==> src/rtl/sw_debounce_bank_if.sv <==
// Debounced switch bank signal bundle: raw levels in, clean levels/edges/toggles out.
interface sw_debounce_bank_if #(
  parameter int N = 8
);
  logic [N-1:0] sw_in;
  logic [N-1:0] sw_level;
  logic [N-1:0] sw_rise;
  logic [N-1:0] sw_fall;
  logic [N-1:0] sw_toggle;
  logic         any_change;

  modport master (
    output sw_in,
    input  sw_level, sw_rise, sw_fall, sw_toggle, any_change
  );

  modport slave (
    input  sw_in,
    output sw_level, sw_rise, sw_fall, sw_toggle, any_change
  );
endinterface

==> src/rtl/sw_debounce_bank.sv <==
// Per-channel 2-flop sync + debounce counter; level/pulse/toggle appear 2+DEBOUNCE_CYCLES edges after a held change.
// No backpressure: switch inputs are sampled every cycle and all outputs are registered.
module sw_debounce_bank #(
  parameter int N               = 8,
  parameter int DEBOUNCE_CYCLES = 250000
) (
  input  logic              clk,
  input  logic              rst,
  sw_debounce_bank_if.slave bus
);

  localparam int CW = (DEBOUNCE_CYCLES > 1) ? $clog2(DEBOUNCE_CYCLES) : 1;
  localparam logic [CW-1:0] CNT_MAX = CW'(DEBOUNCE_CYCLES - 1);

  logic [N-1:0]  r_s1;
  logic [N-1:0]  r_s2;
  logic [N-1:0]  r_stable;
  logic [N-1:0]  r_rise;
  logic [N-1:0]  r_fall;
  logic [N-1:0]  r_toggle;
  logic          r_any;
  logic [CW-1:0] r_cnt [N];

  logic [N-1:0]  w_diff;
  logic [N-1:0]  w_accept;
  logic [N-1:0]  w_rise;
  logic [N-1:0]  w_fall;

  // A channel accepts its new level on the edge that would push the count past its limit.
  always_comb begin
    w_diff   = r_s2 ^ r_stable;
    w_accept = '0;
    for (int i = 0; i < N; i++) begin
      w_accept[i] = w_diff[i] && (r_cnt[i] == CNT_MAX);
    end
    w_rise = w_accept & r_s2;
    w_fall = w_accept & ~r_s2;
  end

  always_ff @(posedge clk or posedge rst) begin
    if (rst) begin
      r_s1     <= '0;
      r_s2     <= '0;
      r_stable <= '0;
      r_rise   <= '0;
      r_fall   <= '0;
      r_toggle <= '0;
      r_any    <= 1'b0;
      for (int i = 0; i < N; i++) begin
        r_cnt[i] <= '0;
      end
    end else begin
      r_s1     <= bus.sw_in;
      r_s2     <= r_s1;
      r_stable <= r_stable ^ w_accept;
      r_rise   <= w_rise;
      r_fall   <= w_fall;
      r_toggle <= r_toggle ^ w_rise;
      r_any    <= |(w_rise | w_fall);
      for (int i = 0; i < N; i++) begin
        if (!w_diff[i] || w_accept[i]) begin
          r_cnt[i] <= '0;
        end else begin
          r_cnt[i] <= r_cnt[i] + 1'b1;
        end
      end
    end
  end

  assign bus.sw_level   = r_stable;
  assign bus.sw_rise    = r_rise;
  assign bus.sw_fall    = r_fall;
  assign bus.sw_toggle  = r_toggle;
  assign bus.any_change = r_any;

endmodule
==> src/flat_wrapper.sv <==
// flat-port wrapper written by rule: the top's interface ports become plain ports
module sw_debounce_bank_flat 
#(
  parameter int N               = 8,
  parameter int DEBOUNCE_CYCLES = 250000
)
  (clk, rst, bus_sw_in, bus_sw_level, bus_sw_rise, bus_sw_fall, bus_sw_toggle, bus_any_change);
  sw_debounce_bank_if #(.N(N)) bus_i ();
  input  logic clk;
  input  logic rst;
  input wire logic [$bits(bus_i.sw_in)-1:0] bus_sw_in;
  output wire logic [$bits(bus_i.sw_level)-1:0] bus_sw_level;
  output wire logic [$bits(bus_i.sw_rise)-1:0] bus_sw_rise;
  output wire logic [$bits(bus_i.sw_fall)-1:0] bus_sw_fall;
  output wire logic [$bits(bus_i.sw_toggle)-1:0] bus_sw_toggle;
  output wire logic [$bits(bus_i.any_change)-1:0] bus_any_change;
  assign bus_i.sw_in = bus_sw_in;
  assign bus_sw_level = bus_i.sw_level;
  assign bus_sw_rise = bus_i.sw_rise;
  assign bus_sw_fall = bus_i.sw_fall;
  assign bus_sw_toggle = bus_i.sw_toggle;
  assign bus_any_change = bus_i.any_change;
  sw_debounce_bank #(.N(N), .DEBOUNCE_CYCLES(DEBOUNCE_CYCLES)) u_core (.clk(clk), .rst(rst), .bus(bus_i));
endmodule
==> config.mk <==
export PLATFORM = sky130hd
export DESIGN_NAME = sw_debounce_bank_flat
export DESIGN_NICKNAME = d
export VERILOG_FILES = /design/src/rtl/sw_debounce_bank_if.sv /design/src/rtl/sw_debounce_bank.sv /design/src/flat_wrapper.sv
export SDC_FILE = /design/constraint.sdc
export NUM_CORES = 1
export LEC_CHECK = 0
export ABC_AREA = 0
export CORE_MARGIN = 2
export CORE_UTILIZATION = 40
export DETAILED_ROUTE_END_ITERATION = 10
export PLACE_DENSITY = 0.69
export SYNTH_ARGS = -nofsm -noshare
export SYNTH_HDL_FRONTEND = slang
export SYNTH_SLANG_ARGS = --single-unit
==> constraint.sdc <==
create_clock -name clk -period 13.6 [get_ports clk]
set_input_delay 1.36 -clock clk [delete_from_list [all_inputs] [get_ports clk]]
set_output_delay 1.36 -clock clk [all_outputs]
set_load 0.005 [all_outputs]
Yosys cells after proc, flatten, opt, wreduce, memory -nomap -nowiden
Cells that the tools add are included.
{ "op_classes": {"add_sub_neg": 8, "eq_ne": 8, "muxes": 8, "n_bitwise": 7, "reduce_logical": 25} }
{ "op_table": {"columns": ["op", "count"], "rows": [
  ["adder 18 x 1 -> 18 bit, second input constant", 8],
  ["equality test 18 bit, second input constant", 8],
  ["2-to-1 mux 18 bit", 8],
  ["XOR 8 bit", 3],
  ["AND 8 bit", 2],
  ["logical AND 1 bit", 8],
  ["logical NOT 1 bit", 8],
  ["logical OR 1 bit", 8],
  ["NOT 8 bit", 1],
  ["OR 8 bit", 1],
  ["OR reduction 8 bit", 1]
]} }
{ "word_totals": {"reg_bits": 193, "in_bits": 10, "output_inout_bits": 33, "elab_cells": 71} }

Longest topological paths before layout
{ "depth": {"ltp_word": 5, "depth_mapped": 8, "depth_no_buf": 6} }

Worst setup path before layout
No wires, ideal clock.
{ "synth_timing": {"kind": "reg-to-reg", "startpoint": "reg u_core.r_cnt[108] (netlist name)", "endpoint": "reg u_core.r_cnt[116] (netlist name)", "setup_ps": 132, "t_arrival_ps": 2073, "t_required_ps": 13468, "slack_ps": 11395, "stages_incl_launch_ff": 9, "path_buffers": 2, "synth_period_minus_slack_ps": 2205, "path_cell_list": "dfrtp_1 -> ha_1 -> nand3_1 -> or4_1 -> or2_2 -> clkbuf_1 -> nand2_1 -> clkbuf_1 -> nor2_1"} }
{ "synth_between": {"elab_chain_cells": 4, "word_cells_on_any_way": 5, "cone_classes": "add/sub: 1; eq/ne: 1; mux: 1; reduce/logical: 2"} }
{ "synth_rtl": {"columns": ["element", "line", "rtl"], "rows": [
  ["start: declaration", "sw_debounce_bank.sv:22", "logic [CW-1:0] r_cnt [N];"],
  ["start signal: indexed assignment", "sw_debounce_bank.sv:64", "r_cnt[i] <= r_cnt[i] + 1'b1;"],
  ["parallel branches: the longest is 3 deep, another holds adder 18 x 1 -> 18 bit", null, null],
  ["2-to-1 mux 18 bit *", "sw_debounce_bank.sv:61", "if (!w_diff[i] || w_accept[i]) begin"]
]} }
Mark *: on every way between the ends.

==> run metrics <==
max_slew headroom 37.2%; Final Cell Area 9850 um^2; initial antenna violation count 0; Critical Path, Cell by Cell clkdlybuf4s50_1, inv_8, buf_4; Synth area leaders dfrtp_1, xor2_1, nor2_1; Die Wd 150 um; Worst VDD drop 62.8 uV; Chip Height 150 um; static leakage 4.30 nW; Post-synth EDFFs 0; H-tree levels 4; largest net degree at the start of global routing 117; Synth async-reset ratio 100%; drt initial violations 289; drt wl/cell 13.1 um; Post-CTS Resized 0; core region area 21,000 um^2; hpwl dp 10,000 um; worst skew pair latency 0.43 ns; Max Slew Vio Count 0; Hold Crit Class register to register; top cells by count, synth dfrtp_1, nor2_1, xor2_1; RSZ-0062 raised after global routing no; Hold Crit Depth 0; register area share after synthesis 56.5%; I/O Buffers 42; post-synthesis cell area 8550 um^2; Synth area leader dfrtp_1; clk buf depth 2; Vias 5,650; total setup buffers inserted after CTS 0; Area Growth Syn to Fin 15.3%; CP Data Required Time 14.02 ns; Worst-path clk slew 0.07 ns; hold_ws 0.354 ns; TritonCTS clock tree done; GP Congestion 0.777; crit start category input pin; Starting Density 40.7%; Cell Rows 53; Setup violations, final 0; Worst-Margin Slew 0.942 ns; Setup crit end kind asynchronous set/reset pin; critical path class input pin to asynchronous set/reset pin; GRT overflow 0; #FFs+latches synth 193; setup ws final 10.70 ns; MaxCap Viol Count 0; Most used DFF post-synth dfrtp_1; Yosys top cell area share 56.5%; nets 871; CP Launch Point rst; count leader, synth dfrtp_1; CTS Hold Bufs 0; ant diodes 0; FF-to-FF path depth 6; number of buffers created by CTS 17; Worst Path Max Fanout 116; Final Util 46.9%; Synth Warn # 0; drt first pass iters 4; WL final 15,000 um; post-route clock period utilization 21.4%; CP arrival 3.33 ns; Cells after Synth 806; die footprint 22,500 um^2; Post-Layout Cell Count 1,141; Hold Violations, Final 0; hold wc startpoint u_core.r_s1[0]; area post-placement 9270 um^2; Root Buffer clkbuf_16; crit-path max cell delay 0.86 ns; post-route ant nets 0; Synth Net Count 824; achievable frequency 344 MHz; vias in the first global route 5,513; GRT Overall Usage 14.5%; post-route setup TNS 0 ns; Clock Sinks 193; fill cell count 1,922; Final Power 1.12 mW; DRC 0; drt via density 4.95; IO Count 43; slowest CP cell buf_4; clock skew 0.0115 ns; layout cells sized above 1 5.89%; Reg-to-Reg Start u_core.r_cnt[90]; Cells after DPL 1,109; minimum clock period 2.90 ns; count of cell types in the netlist 36; pre-CTS WS 10.08 ns; pwr/cell area 113 nW/um^2; first-pass GRT wire length 26,300 um; status complete, no violations; Avg Cell Area, Syn 10.6 um^2
==> flip-flops by register name, summed over array words and instances, names as in the netlist, named ones only <==
register               cells
u_core.bus.sw_rise         8
u_core.bus.sw_toggle       8
u_core.r_s1                8
u_core.r_cnt             144
u_core.bus.sw_fall         8
u_core.r_s2                8
u_core.bus.any_change      1
==> worst paths after layout <==
check                      slack (ns)                end
min in group asynchronous        1.46  u_core.r_cnt[129]
min                              0.35     u_core.r_s2[0]
max                             10.70   u_core.r_cnt[88]
max in group clk                10.80    bus_sw_level[0]
max reg2reg                     11.28  u_core.r_cnt[100]
min reg2reg                      0.35     u_core.r_s2[0]
==> power by group <==
part | switching [mW] | internal (mW) | total [mW]
clock | 0.231 | 0.265 | 0.496
combinational | 0.0223 | 0.00928 | 0.0316
sequential | 0.00712 | 0.582 | 0.589
total | 0.261 | 0.856 | 1.12
==> area by class of cell <==
type                    count  area [um^2]  share of cell area [%]
repair buffers             43          428                    4.34
clock buffers              19          443                    4.50
inverters                  12         52.6                   0.533
well taps                 275          344                    3.49
flip-flops and latches    193         4830                    49.0
multi-input cells         586         3610                    36.7
clock inverters            13          140                    1.42
==> worst max-delay path: cells and delay by family <==
kind                   cells  cell delay [ns]
buffers and inverters      3             1.90
==> cells by family after synthesis <==
kind of cell	Yosys count	share of synthesized area, %
simple gates	423	25.1
flops	193	56.5
fa+ha+maj	8	1.17
buf+inv	27	1.20
mux	7	0.922
compound gates	4	0.352
xor+xnor	144	14.8
==> cells in the final DEF (no fill, tap or decap), types with 2 or more instances in the layout <==
cell,n
nand3_1,50
xor2_1,85
or3_1,3
xnor2_1,59
nand2b_1,4
and2_1,9
and4_1,16
clkinvlp_4,4
nor4b_1,4
and3_1,26
inv_6,4
inv_8,5
or2_2,4
nor4_1,14
inv_1,11
nor3b_1,13
clkbuf_16,17
nor3b_2,3
nand2_1,61
ha_1,8
nand4b_1,3
mux2_2,7
nor2b_1,2
nand3b_1,2
or4_1,4
clkdlybuf4s50_1,42
nor2_1,156
dfrtp_1,193
nand4_1,26
nor3_1,18
==> metal layers <==
metal	vias up	share of wire, %	GRT usage [%]
li1	2802	-	-
met1	2783	50	20.2
met2	47	47	22.5
met3	18	2.1	3.09
met4	0	1.4	4.81
met5	-	0	0
No activity file was read; power rests on OpenSTA's default activity.
